--- src/rtl/shift_sum_pkg.sv ---
// Shared state encoding and datapath widths for the shift_sum sequencer.
package shift_sum_pkg;

    localparam int LANES  = 8;
    localparam int DATA_W = 8;
    localparam int SUM_W  = 32;

    typedef enum logic [2:0] {
        S_IDLE   = 3'd0,
        S_LOAD   = 3'd1,
        S_STREAM = 3'd2,
        S_DRAIN  = 3'd3,
        S_HOLD   = 3'd4
    } state_e;

endpackage

--- src/rtl/shift_sum_round.sv ---
// Rounds the adder_tree sum to 8 bits as sum[15:8] + sum[7].
// Build with SHIFT_SUM_SAT_EN defined to saturate at 8'hFF instead of wrapping.
module shift_sum_round
    import shift_sum_pkg::*;
(
    input  logic [SUM_W-1:0]  sum_i,
    output logic [DATA_W-1:0] rounded_o
);

    logic [DATA_W:0] sum_rnd;

    assign sum_rnd = {1'b0, sum_i[15:8]} + {{DATA_W{1'b0}}, sum_i[7]};

`ifdef SHIFT_SUM_SAT_EN
    logic unused_lsbs;
    assign unused_lsbs = ^sum_i[6:0];
    assign rounded_o   = ((|sum_i[31:16]) || sum_rnd[DATA_W]) ? {DATA_W{1'b1}}
                                                             : sum_rnd[DATA_W-1:0];
`else
    // Legacy behaviour: carry out of the rounding add and the upper sum bits are dropped.
    logic unused_bits;
    assign unused_bits = ^{sum_i[31:16], sum_i[6:0], sum_rnd[DATA_W]};
    assign rounded_o   = sum_rnd[DATA_W-1:0];
`endif

endmodule

--- src/rtl/shift_sum_ctrl.sv ---
// Frame sequencer for the 8-lane shifter + adder_tree: load, stream DEPTH samples,
// drain ADD_LAT cycles, then hold the rounded sum on a valid/ready port (SHIFT_SUM_SAT_EN selects saturation).
//
// state    | meaning
// IDLE     | waiting for start
// LOAD     | one-cycle shifter reload pulse
// STREAM   | DEPTH cycles of shift_en + in_valid
// DRAIN    | ADD_LAT cycles waiting out the adder pipeline
// HOLD     | result valid until result_ready
module shift_sum_ctrl
    import shift_sum_pkg::*;
#(
    parameter int DEPTH   = 32,
    parameter int ADD_LAT = 3
) (
    input  logic              clk_i,
    input  logic              rst_i,
    input  logic              start_i,
    output logic              busy_o,
    output logic              shift_load_o,
    output logic              shift_en_o,
    output logic              in_valid_o,
    input  logic [SUM_W-1:0]  sum_i,
    output logic [DATA_W-1:0] result_o,
    output logic              result_valid_o,
    input  logic              result_ready_i,
    output logic [7:0]        frame_cnt_o
);

    localparam int CNT_W = $clog2(DEPTH + 1);
    // The same counter times DRAIN, so it must reach ADD_LAT-1 even for a tiny DEPTH.
    localparam int CTR_W = (CNT_W > 4) ? CNT_W : 4;

    state_e            state_q, state_d;
    logic [CTR_W-1:0]  cnt_q, cnt_d;
    logic [DATA_W-1:0] result_q, result_d;
    logic [DATA_W-1:0] rounded;
    logic              valid_q, valid_d;
    logic [7:0]        frame_q, frame_d;

    shift_sum_round u_round (
        .sum_i     (sum_i),
        .rounded_o (rounded)
    );

    always_ff @(posedge clk_i) begin
        if (rst_i) begin
            state_q  <= S_IDLE;
            cnt_q    <= '0;
            result_q <= '0;
            valid_q  <= 1'b0;
            frame_q  <= '0;
        end else begin
            state_q  <= state_d;
            cnt_q    <= cnt_d;
            result_q <= result_d;
            valid_q  <= valid_d;
            frame_q  <= frame_d;
        end
    end

    always_comb begin
        state_d  = state_q;
        cnt_d    = cnt_q;
        result_d = result_q;
        valid_d  = valid_q;
        frame_d  = frame_q;
        case (state_q)
            S_IDLE: begin
                if (start_i) state_d = S_LOAD;
            end
            S_LOAD: begin
                state_d = S_STREAM;
                cnt_d   = '0;
            end
            S_STREAM: begin
                if (cnt_q == CTR_W'(DEPTH - 1)) begin
                    state_d = S_DRAIN;
                    cnt_d   = '0;
                end else begin
                    cnt_d = cnt_q + 1'b1;
                end
            end
            S_DRAIN: begin
                if (cnt_q == CTR_W'(ADD_LAT - 1)) begin
                    state_d  = S_HOLD;
                    cnt_d    = '0;
                    result_d = rounded;
                    valid_d  = 1'b1;
                end else begin
                    cnt_d = cnt_q + 1'b1;
                end
            end
            S_HOLD: begin
                // Start only counts together with the handshake; otherwise it is dropped.
                if (result_ready_i) begin
                    frame_d = frame_q + 8'd1;
                    valid_d = 1'b0;
                    state_d = start_i ? S_LOAD : S_IDLE;
                end
            end
            default: begin
                state_d = S_IDLE;
                cnt_d   = '0;
                valid_d = 1'b0;
            end
        endcase
    end

    assign busy_o         = (state_q != S_IDLE);
    assign shift_load_o   = (state_q == S_LOAD);
    assign shift_en_o     = (state_q == S_STREAM);
    assign in_valid_o     = (state_q == S_STREAM);
    assign result_o       = result_q;
    assign result_valid_o = valid_q;
    assign frame_cnt_o    = frame_q;

endmodule
--- config.mk ---
export PLATFORM = sky130hd
export DESIGN_NAME = shift_sum_ctrl
export DESIGN_NICKNAME = d
export VERILOG_FILES = /design/src/rtl/shift_sum_pkg.sv /design/src/rtl/shift_sum_round.sv /design/src/rtl/shift_sum_ctrl.sv
export SDC_FILE = /design/constraint.sdc
export NUM_CORES = 1
export LEC_CHECK = 0
export ABC_AREA = 1
export CAP_MARGIN = 20
export CORE_MARGIN = 5
export CORE_UTILIZATION = 25
export CTS_CLUSTER_SIZE = 8
export DETAILED_ROUTE_END_ITERATION = 10
export GPL_ROUTABILITY_DRIVEN = 0
export HOLD_SLACK_MARGIN = 0.06
export PLACE_DENSITY_LB_ADDON = 0.12
export SLEW_MARGIN = 10
export SYNTH_ARGS = -nofsm -noshare
export SYNTH_HDL_FRONTEND = slang
export SYNTH_HIERARCHICAL = 1
export SYNTH_SLANG_ARGS = --single-unit
--- constraint.sdc ---
create_clock -name clk_i -period 1.1 [get_ports clk_i]
set_input_delay 0.165 -clock clk_i [delete_from_list [all_inputs] [get_ports clk_i]]
set_output_delay 0.165 -clock clk_i [all_outputs]
set_load 0.005 [all_outputs]
# [Word level (Yosys, flattened, before mapping)]
# Index checks and enable logic that the tools add are counted.
[op_classes] addsub=3 bitwise=1 eq_ne=10 reduce_logical=8 muxes=12
[op_table] operator="$pmux 6 s3" n=1
[op_table] operator="$pmux 3 s5" n=1
[op_table] operator="$mux 3" n=4
[op_table] operator="$mux 6" n=2
[op_table] operator="$add 8x1->8" n=1
[op_table] operator="$add 8x1->8 const B" n=1
[op_table] operator="$add 6x1->6 const B" n=1
[op_table] operator="$eq 3x2->1 const B" n=2
[op_table] operator="$eq 6x2->1 const B" n=1
[op_table] operator="$eq 6x5->1 const B" n=1
[op_table] operator="$ne 2x2->1 const B" n=3
[op_table] operator="$reduce_and 2->1" n=2
[op_table] operator="$reduce_and 4->1" n=1
[op_table] operator="$eq 3x1->1 const B" n=1
[op_table] operator="$eq 3x3->1 const B" n=1
[op_table] operator="$logic_not 3->1" n=1
[op_table] operator="$mux 1" n=3
[op_table] operator="$pmux 1 s3" n=1
[op_table] operator="$reduce_and 3->1" n=1
[op_table] operator="$reduce_bool 3->1" n=1
[op_table] operator="$reduce_or 3->1" n=1
[op_table] operator="$ne 2x1->1 const B" n=1
[op_table] operator="$reduce_or 2->1" n=1
[op_table] operator="$not 1->1" n=1
[totals] ff_bits=26 in_bits=36 output_inout_bits=21

# [Logic depth before layout (Yosys ltp)]
# Gate-level depths: netlist of run 1.
[logic_depth] depth_word=4 mapped_depth=9 mapped_depth_nobuf=9

# [Cells and area by module]
# Netlist of run 1, hierarchy kept.
[modules_own_cells] mod="shift_sum_ctrl" instances=1 seq_area_each_um2=520.5 area_per_inst_um2=1317.5 cells_per_inst=189
[modules_own_cells] mod="shift_sum_round" instances=1 seq_area_each_um2=0.0 area_per_inst_um2=147.6 cells_per_inst=29

# [Worst setup path after synthesis of run 1]
# No wires, ideal clock.
[synth_path] path_kind="register to register" from="reg cnt_q[0]" to="reg cnt_q[0]" path_slack_ns=-0.129 path_stages_with_launch=7 period_less_slack_ns=1.229 arrival_time_ns=1.113 cell_sequence="dfxtp_1 ha_1 nand3_1 o21ai_2 nand2_1 o21ai_0 inv_1"
[synth_via] elab_chain_len=3 elab_cells_between_ends=6 classes_between="add/sub (1); eq/ne (2); mux (3)"
[synth_lines] element="from (decl)" line="shift_sum_ctrl.sv:35" text="logic [CTR_W-1:0] cnt_q, cnt_d;"
[synth_lines] element="from (signal assigned)" line="shift_sum_ctrl.sv:55" text="cnt_q <= cnt_d;"
[synth_lines] element="$add 6x1->6, or another cell as far along" line="shift_sum_ctrl.sv:81, shift_sum_ctrl.sv:91"
[synth_lines] element="$mux 6 (on tied branches)" line="shift_sum_ctrl.sv:85, shift_sum_ctrl.sv:77"
[synth_lines] element="$pmux 6 s3 *" line="shift_sum_ctrl.sv:68" text="case (state_q)"
# Every way passes the cells marked *; elsewhere a longest branch is shown, timed or not.
# A chain may end at the register's enable or synchronous reset.

# [Worst setup path in the final report of run 1]
[layout_path] from="reg state_q[0]" to="reg frame_q[5] (netlist: frame_cnt_o[5])"
[layout_via] elab_chain_len=2
[layout_lines] element="from (decl)" line="shift_sum_ctrl.sv:34" text="state_e state_q, state_d;"
[layout_lines] element="from (signal assigned)" line="shift_sum_ctrl.sv:54" text="state_q <= state_d;"
[layout_lines] element="$eq 3x3->1" line="shift_sum_ctrl.sv:68"
[layout_lines] element="$reduce_and 2->1 (no line)"
[layout_lines] element="to (signal assigned)" line="shift_sum_ctrl.sv:58" text="frame_q <= frame_d;"
[layout_lines] element="to (decl)" line="shift_sum_ctrl.sv:39" text="logic [7:0] frame_q, frame_d;"
# Every way passes these cells.

==> results by group, run 1 <==
Clock network
  • Total clock buffers created by CTS: 3
  • CTS Buffer Depth: 2
  • CTS tree: built
  • H-tree Lvls: 1
  • CTS sink count: 26
  • Clock Pin Slew Worst Setup and Hold Paths: 0.10 ns
  • Root Buffer: clkbuf_8
  • Worst-Skew Late Latency: 0.28 ns
  • CTS Hold Bufs: 0

Global routing
  • Grt ovf: 0
  • Pin count of the biggest net entering global routing: 16
  • Gr usage total: 0.117
  • Number of global-route vias before repair: 1631
  • Antenna violations before repair: 0
  • First-pass GRT wire length: 7.15 mm

STA
  • Tmin final: 1.31 ns
  • Worst Tran Pin Value: 0.227 ns
  • Worst-case hold slack: 0.379 ns
  • Final setup viols: 30
  • Final Cycle Share: 1.19
  • Fin. max-slew vios: 0
  • Setup_tns: -4.19 ns
  • Setup ws final: -0.207 ns
  • Slew margin rel.: 0.847
  • Fmax: 0.765 GHz
  • RSZ-0062 raised after global routing: true
  • Fin. Hold Viols: 0
  • Worst Skew: 0.00347 ns

Detailed routing
  • WL met3: 232 um
  • Total number of vias: 1586
  • WL final: 4.04 mm
  • DR top layer: met4
  • Met2 wire len: 1.95 mm
  • Post-route ant nets: 0
  • Wire length per cell: 11.0 um
  • Initial DRC Count: 50
  • Met1 WL: 1.83 mm
  • Pre-antenna DRT Iters: 4
  • Vias per cell: 4.30
  • DRC Markers: 0

Logic synthesis
  • Flops & latches, synth: 26
  • Post-synthesis mux area share: 0
  • Seq/Total Area, Yosys: 0.355
  • Area share of and/or/nand/nor cells after synthesis: 0.349
  • Synth cell types: 29
  • Syn Std Cell Area: 1470 um2
  • Gate Count Post-Synth: 218
  • Post-Synth XOR/XNOR Area: 0.0179
  • Post-synthesis average cell area: 6.72 um2
  • YS warnings: 6
  • Adder-cell share of the synthesized area: 0.0427
  • Synth Area in Compound Gates: 0.130
  • Main combinational cell family by area after synthesis: simple AND/OR/NAND/NOR gates
  • Syn Nets: 259

Layout
  • Area occupied by multi-input gates: 1050 um2
  • Seq. cell area: 559 um2
  • Final Util: 0.463
  • Ant diodes: 0
  • Most frequent cells in the layout: 34 x buf_4, 32 x nand2_1, 27 x nor2_1
  • Final nets: 339
  • Layout cells sized above 1: 0.498
  • Area Overhead vs Synth: 77.3%
  • Filler cells: 609
  • Fin cells: 369
  • Leading cell type in the layout, fill and taps excluded: buf_4

Critical path
  • Critical path endpoint category: register
  • Kind of critical path: register to register
  • Highest-delay cell along the critical path: dfxtp_4
  • Family with the most delay on the worst path: simple AND/OR/NAND/NOR gates
  • Buf/Inv on CP: 2
  • Worst-path fanout max: 6
  • RR Startpoint: state_q[0]
  • Crit path launch type: register
  • Crit path DAT: 1.48 ns
  • Critical path origin: state_q[0]
  • Worst path cell trace: buf_6 -> nor2_4 -> buf_6 -> nand3_4 -> nor2_4 -> nand2_2 -> o21ai_2 -> a21oi_1
  • Data required, critical path: 1.27 ns
  • Max stage delay on crit path: 0.36 ns

Place
  • PortBufs: 33
  • Final HPWL DP: 2.89 mm
  • Post-Place Cells: 348

Power
  • Peak supply drop: 0.000826 V
  • Pwr dens: 1390 nW/um2
  • Power Total: 3.60 mW
  • Leak Pwr: 1.25 nW

Floorplanning
  • Die Area: 7490 um2
  • DIE HEIGHT: 86.6 um
  • I/O pins: 57
  • Core box area: 5610 um2
  • Row cnt: 27
  • Die X: 86.6 um
  • Initial core utilization: 0.261

Hold path
  • Worst min-delay path class: input pin to register
  • Min-delay src: sum_i[7]

Outcome
  • Violated checks: setup timing
  • Status: finished, violations left

Flow run
  • Max cap viols: 0
==> final timing paths <==
check	slack [ns]	to	cells after the start
hold reg to reg	0.45	result_valid_o	2
setup reg to reg	-0.21	frame_cnt_o[5]	8
hold / removal	0.38	result_o[0]	4
setup / recovery	-0.21	frame_cnt_o[5]	8
==> cell usage after synthesis, drive strengths merged <==
master / instances / area, um2
a21oi: 13 / 72.6
a31oi: 1 / 6.26
buf: 3 / 17.5
dfxtp: 26 / 521
ha: 5 / 62.6
inv: 35 / 136
nand2: 45 / 169
nand3: 16 / 97.6
nand3b: 1 / 7.51
nand4: 1 / 6.26
nor2: 44 / 199
nor3: 3 / 25.0
nor3b: 1 / 7.51
o21a: 1 / 7.51
o21ai: 20 / 104
xnor2: 2 / 17.5
xor2: 1 / 8.76
==> metrics by stage <==
step	cell area, um2	setup slack [ns]
floorplan	1540	-0.0160
global placement	2160	-0.458
detailed placement	2160	-0.478
CTS	2470	-0.226
global route	2600	-0.306
finish	2600	-0.207
==> logic make-up after synthesis <==
group	count (synthesis)
flip-flops	26
AND/OR/NAND/NOR	111
buffers and inverters	38
AO/OA/AOI/OAI	35
XOR/XNOR	3
adder cells (fa/ha/maj)	5
==> cell type report <==
| cell class | instances | area share |
|---|---|---|
| tap | 72 | 0.0347 |
| inverter | 35 | 0.0564 |
| multi-input combinational | 154 | 0.405 |
| clock inverter | 1 | 0.0116 |
| clock buffer | 3 | 0.0159 |
| timing repair buffer | 78 | 0.261 |
| sequential | 26 | 0.215 |
==> worst reg2reg max path, cell delays in order, from the launching register on <==
cell and delay [ns]:
dfxtp_4 0.36, buf_6 0.11, nor2_4 0.09, buf_6 0.13
nand3_4 0.13, nor2_4 0.14, nand2_2 0.08, o21ai_2 0.11
a21oi_1 0.05
==> sequential cells by signal (all words and copies together) (netlist names) <==
register / flops
cnt_q: 6
frame_cnt_o: 8
result_o: 8
result_valid_o: 1
state_q: 3
==> metal layers <==
layer	vias up	global-route usage
li1	847	-
met5	-	0
met2	30	0.202
met1	707	0.145
met3	2	0.0333
met4	0	0.0212
==> power breakdown <==
| part | switching [mW] | internal (mW) |
|---|---|---|
| Sequential | 0.0835 | 1.04 |
| Combinational | 0.841 | 0.825 |
| Clock | 0.329 | 0.487 |
| Total | 1.25 | 2.35 |
==> what timing repair did <==
action                                  in CTS  in global routing
pin swaps                                   24                 17
buffers inserted                            14                  3
gates resized for setup                    101                 36
endpoints found under the hold margin        0                  0
endpoints found under the setup margin      45                 33
Power figures use the tool's default switching activity.
==> run 2, diff against run 1 <==
- CELL_PAD_IN_SITES_DETAIL_PLACEMENT: unset -> 1
- CELL_PAD_IN_SITES_GLOBAL_PLACEMENT: unset -> 1
- SYNTH_HIERARCHICAL: 1 -> unset
- clock period: 1.1 -> 1.65 ns (I/O delays scaled with it)
==> run 2 against run 1 <==
Compared with the run above: the run now ends clean; non-clock buffer count is 36 lower; clock skew is 0.0017 ns lower; total power is 48% lower.
==> results by group, run 2 <==
Outcome
  • Status: finished, final reports clean

STA
  • Worst Tran Pin Value: 0.271 ns (+0.0446 ns)
  • Fin. max-slew vios: 0 (unchanged)
  • Worst Skew: 0.00174 ns (-0.00173 ns)
  • Final setup viols: 0 (-100%)
  • Fmax: 0.632 GHz
  • Slew margin rel.: 0.819 (-0.0286)
  • Tmin final: 1.58 ns
  • Worst-case hold slack: 0.458 ns (+0.0791 ns)
  • Final Cycle Share: 0.960
  • Fin. Hold Viols: 0 (unchanged)
  • RSZ-0062 raised after global routing: false

Power
  • Pint: 1.23 mW (-48%)
  • Flop pwr share: 0.408 (+0.097)
  • Peak supply drop: 0.000557 V (-33%)
  • Net Switching: 663 uW (-47%)
  • Pwr dens: 968 nW/um2 (-30%)
  • Leak Pwr: 0.825 nW (-34%)
  • Clk pwr share: 0.229 (+0.002)
  • Combinational fraction of design power: 0.364 (-0.098)
  • Sw Share: 0.351 (+0.00317)

Critical path
  • Worst path cell trace: nor2_4 -> nand2_1 -> clkdlybuf4s50_1
  • Highest-delay cell along the critical path: clkdlybuf4s50_1
  • Critical path endpoint category: output pin
  • Crit path DAT: 1.34 ns (-0.14 ns)
  • Kind of critical path: register to output pin
  • Data required, critical path: 1.40 ns (+0.13 ns)
  • Worst-path fanout max: 4 (-2)
  • Family with the most delay on the worst path: buffers and inverters
  • Max stage delay on crit path: 0.45 ns (+0.09 ns)
  • Reg-to-reg setup timing slack: 0.28 ns (+0.49 ns)
  • Buf/Inv on CP: 1 (-1)
  • Crit path launch type: register

Logic synthesis
  • Seq/Total Area, Yosys: 0.364 (+0.00870)
  • Synth top area share: 0.364 (+0.00870)
  • Fraction of registers with async set/reset: 0 (unchanged)
  • Gate Count Post-Synth: 194 (-11%)
  • Syn Std Cell Area: 1430 um2 (-2.4%)
  • Top post-synthesis cells by area: dfxtp_1 36%, nand2_1 7.6%, nor2_1 7.6%
  • YS warnings: 0 (-6)
  • Synth cell count leaders: 29 x nand2_1, 29 x nor2_1, 26 x dfxtp_1, 24 x inv_1, 18 x a21oi_1
  • Post-synthesis average cell area: 7.37 um2 (+9.7%)
  • Synth cell types: 29 (unchanged)
  • Syn Nets: 235 (-9.3%)
  • Post-synth EDFFs: 0 (unchanged)
  • Area leader, netlist: dfxtp_1
  • Ys flop type: dfxtp_1
  • Flops & latches, synth: 26 (unchanged)

Clock network
  • Worst-Skew Late Latency: 0.27 ns (about the same)
  • Root Buffer: clkbuf_8
  • CTS Buffer Depth: 2 (unchanged)
  • Total clock buffers created by CTS: 3 (unchanged)
  • CTS Hold Bufs: 0 (unchanged)
  • CTS tree: built
  • CTS sink count: 26 (unchanged)
  • Clock Pin Slew Worst Setup and Hold Paths: 0.10 ns (about the same)
  • H-tree Lvls: 1 (unchanged)

Hold path
  • Worst min-delay path class: register to register

Layout
  • Fin cells: 307 (-17%)
  • Layout cells sized above 1: 0.157 (-0.341)
  • Ant diodes: 0 (unchanged)
  • Area Overhead vs Synth: 36.4%
  • Most frequent cells in the layout: 30 x clkdlybuf4s50_1, 29 x nand2_1, 29 x nor2_1
  • Leading cell type in the layout, fill and taps excluded: clkdlybuf4s50_1
  • Final nets: 277 (-18%)

Detailed routing
  • Vias per cell: 4.33 (+0.64%)
  • Initial DRC Count: 42 (-16%)
  • DRC Markers: 0 (unchanged)
  • WL final: 3.63 mm (-10%)
  • Total number of vias: 1328 (-16%)
  • Post-route ant nets: 0 (unchanged)
  • Wire length per cell: 11.8 um (+7.9%)
  • Pre-antenna DRT Iters: 4 (unchanged)

Global routing
  • Pin count of the biggest net entering global routing: 15 (-1)
  • Gr usage total: 0.103 (-0.0135)
  • First-pass GRT wire length: 6.20 mm (-13%)
  • Number of global-route vias before repair: 1357 (-17%)
  • Antenna violations before repair: 0 (unchanged)
  • Grt ovf: 0 (unchanged)

Place
  • Final HPWL DP: 2.84 mm (-1.7%)
  • Post-Place Cells: 302 (-13%)
  • PortBufs: 33 (unchanged)

Floorplanning
  • Initial core utilization: 0.258 (-0.00314)
  • I/O pins: 57 (unchanged)
  • Row cnt: 27 (unchanged)
  • DIE HEIGHT: 85.6 um (-1.1%)
  • Die X: 85.6 um (-1.1%)
  • Die Area: 7330 um2 (-2.1%)
  • Core box area: 5540 um2 (-1.2%)

Flow run
  • Max cap viols: 0 (unchanged)
[run 2: cell count changes after synthesis, moves of 4 or more]
cell,before,now
nand3_1,14,8
nor2_1,38,29
a21oi_1,11,18
nand2_1,45,29
inv_1,30,24
o21ai_0,17,13
[run 2: cell families after synthesis]
group                      count (synthesis)  synth area share
AOI/OAI and AO/OA                         39             0.147
xor gates and xnor gates                   6            0.0368
and+or+nand+nor                           87             0.304
DFF                                       26             0.364
buffers and inverters                     31             0.105
adders and majority gates                  5            0.0437
[run 2: metrics by stage]
stage | util | setup slack (ns) | setup TNS (ns) | area [um2] | power (mW)
after floorplan | - | 0.446 | 0 | 1430 | 1.19
after CTS | 0.348 | 0.00457 | 0 | 1930 | 1.91
after detailed placement | 0.335 | -0.0664 | -0.0664 | 1860 | 1.45
after global routing | 0.352 | 0.00209 | 0 | 1950 | 2.02
final | 0.352 | 0.0665 | 0 | 1950 | 1.89
after global placement | 0.335 | -0.0103 | -0.0103 | 1860 | 1.44
[run 2: worst min-delay path, delay by kind of cell (launching register included)]
kind / cells / cell delay (ns)
DFF: 1 / 0.32
buffers and inverters: 1 / 0.05
AOI/OAI and AO/OA: 1 / 0.05
[run 2: path summary, 6_finish.rpt]
kind	startpoint	end	depth (start not counted)
max	state_q[0]	busy_o	3
min	result_valid_o	result_valid_o	2
max reg2reg	cnt_q[0]	result_o[2]	7
min reg2reg	result_valid_o	result_valid_o	2
[run 2: per-layer routing]
metal	global-route usage	up-vias	routed length, um
met5	0	-	0
li1	-	710	-
met2	0.166	23	1620
met3	0.0346	2	208
met1	0.135	593	1780
met4	0.0216	0	23
[run 2: power by group through the flow]
stage	Sequential, mW	Clock, mW	Combinational (mW)
after floorplan	0.740	0	0.453
after global placement	0.753	0	0.691
after detailed placement	0.755	0	0.693
after CTS	0.758	0.452	0.697
after global routing	0.781	0.475	0.764
final	0.770	0.432	0.687
[run 2: repair_timing]
action | 4_1_cts | 5_1_grt
hold endpoints to repair | 0 | 0
setup endpoints to repair | 4 | 3
buffers inserted | 0 | 1
resized for setup | 10 | 4
[run 2: area by class of cell]
type / instances / area [um2]
clock buffer: 4 / 55.1
sequential: 26 / 532
fill: 706 / 3590
multi-input combinational: 137 / 769
tap: 72 / 90.1
timing repair buffer: 42 / 402
inverter: 26 / 103
==> run 3, diff against run 2 <==
- SKIP_LAST_GASP: unset -> 1
==> run 3 against run 2 <==
Compared with the run above: final area down 0.13%; routed wire length about the same; critical path type unchanged; first-iteration DRC count grew 4.8%; sequential share of layout area shrank 0.093 points; final cell count unchanged; total power fell by 0.28%; critical endpoint unchanged; critical path depth unchanged; register-to-register slack barely moved.
==> results by group, run 3 (same netlist as run 2, synthesis figures left out) <==
Outcome
  • Status: finished, final reports clean

Clock network
  • Total clock buffers created by CTS: 3 (unchanged)
  • H-tree Lvls: 1 (unchanged)
  • CTS tree: built
  • CTS sink count: 26 (unchanged)
  • CTS Buffer Depth: 2 (unchanged)
  • Worst-Skew Late Latency: 0.27 ns (about the same)
  • Clock Pin Slew Worst Setup and Hold Paths: 0.10 ns (about the same)
  • Root Buffer: clkbuf_8

STA
  • RSZ-0062 raised after global routing: true
  • Fmax: 0.628 GHz (-0.54%)
  • Fin. max-slew vios: 0 (unchanged)
  • Slew margin rel.: 0.819 (unchanged)
  • Worst-case hold slack: 0.459 ns (+0.000299 ns)
  • Setup ws final: 0.0579 ns (-0.00864 ns)
  • Worst Skew: 0.00140 ns (-0.000336 ns)
  • Fin. Hold Viols: 0 (unchanged)
  • Final setup viols: 0 (unchanged)
  • Tmin final: 1.59 ns (+0.00864 ns)
  • Worst Tran Pin Value: 0.271 ns (+0.000000119 ns)
  • Final Cycle Share: 0.965 (+0.00523)

Detailed routing
  • Wire length per cell: 11.8 um (about the same)
  • Pre-antenna DRT Iters: 4 (unchanged)
  • Vias per cell: 4.33 (+0.15%)
  • DRC Markers: 0 (unchanged)
  • WL final: 3.63 mm (about the same)
  • Initial DRC Count: 44 (+4.8%)
  • Post-route ant nets: 0 (unchanged)
  • Total number of vias: 1330 (+0.15%)

Critical path
  • Critical path endpoint category: output pin
  • Crit path DAT: 1.34 ns (about the same)
  • Highest-delay cell along the critical path: clkdlybuf4s50_1
  • Max stage delay on crit path: 0.51 ns (+0.06 ns)
  • Worst-path fanout max: 5 (+1)
  • Crit path launch type: register
  • Reg-to-reg setup timing slack: 0.28 ns (about the same)
  • Worst path cell trace: nor2_4 -> nand2_1 -> clkdlybuf4s50_1
  • Data required, critical path: 1.40 ns (about the same)
  • Kind of critical path: register to output pin

Layout
  • Area Overhead vs Synth: 36.2%
  • Leading cell type in the layout, fill and taps excluded: clkdlybuf4s50_1
  • Final Cell Area: 1950 um2 (-0.13%)
  • Final Util: 0.352 (-0.000452)
  • Final nets: 277 (unchanged)
  • Layout cells sized above 1: 0.157 (unchanged)
  • Most frequent cells in the layout: 30 x clkdlybuf4s50_1, 29 x nand2_1, 29 x nor2_1
  • Ant diodes: 0 (unchanged)

Floorplanning
  • Initial core utilization: 0.258 (unchanged)
  • DIE HEIGHT: 85.6 um (unchanged)
  • I/O pins: 57 (unchanged)
  • Die Area: 7330 um2 (unchanged)
  • Row cnt: 27 (unchanged)
  • Core box area: 5540 um2 (unchanged)
  • Die X: 85.6 um (unchanged)

Power
  • Flop pwr share: 0.407 (about the same)
  • Clk pwr share: 0.229 (about the same)
  • Net Switching: 663 uW (about the same)
  • Leak Pwr: 0.825 nW (about the same)
  • Sw Share: 0.352 (+0.000993)
  • Pwr dens: 967 nW/um2 (-0.16%)
  • Pint: 1.22 mW (-0.44%)
  • Combinational fraction of design power: 0.364 (about the same)
  • Power Total: 1.88 mW (-0.28%)
  • Peak supply drop: 0.000555 V (-0.45%)

Global routing
  • Antenna violations before repair: 0 (unchanged)
  • First-pass GRT wire length: 6.20 mm (unchanged)
  • Pin count of the biggest net entering global routing: 15 (unchanged)
  • Grt ovf: 0 (unchanged)
  • Gr usage total: 0.103 (unchanged)
  • Number of global-route vias before repair: 1357 (unchanged)

Hold path
  • Worst min-delay path class: register to register

Place
  • Pre-CTS setup slack: -0.0664 ns (unchanged)
  • Final HPWL DP: 2.84 mm (unchanged)
  • PortBufs: 33 (unchanged)
  • Area after DPL: 1860 um2 (unchanged)

Flow run
  • Max cap viols: 0 (unchanged)
[run 3: critical path, delay by kind of cell (launching register included)]
family	cells	cell delay, ns
buffers and inverters	1	0.51
flip-flops	1	0.41
AND/OR/NAND/NOR	2	0.15
[run 3: layout make-up]
cell class,instances,area [um2]
inverters,26,103
fillers,706,3590
clock buffers,4,55.1
multi-input cells,137,769
flip-flops and latches,26,529
repair buffers,42,402
well taps,72,90.1
[run 3: metrics by stage]
step                setup TNS, ns  instances
finish                          0        307
global route             -0.00732        307
CTS                             0        306
detailed placement        -0.0664        302
global placement          -0.0103        302
floorplan                       0        194
[run 3: power groups by stage]
stage          clock [mW]  sequential [mW]  combinational [mW]
6_report            0.431            0.766               0.686
2_1_floorplan           0            0.740               0.453
4_1_cts             0.452            0.758               0.697
3_3_place_gp            0            0.753               0.691
3_5_place_dp            0            0.755               0.693
5_1_grt             0.475            0.776               0.764
[run 3: path summary, 6_finish.rpt]
path	startpoint	endpoint	cells past startpoint
max reg2reg	cnt_q[0]	result_o[2]	7
max	state_q[1]	busy_o	3
min	result_valid_o	result_valid_o	2
min reg2reg	result_valid_o	result_valid_o	2
[run 3: timing repair]
item	in CTS	in global routing
hold buffers	0	0
gates resized for setup	10	3
setup buffers	0	1
setup endpoints to repair	4	3
[run 3: layer usage]
metal | global-route usage | routed length [um] | vias to the layer above
met1 | 0.135 | 1770 | 593
met2 | 0.166 | 1620 | 25
met5 | 0 | 0 | -
met4 | 0.0216 | 23 | 0
met3 | 0.0346 | 211 | 2
li1 | - | - | 710
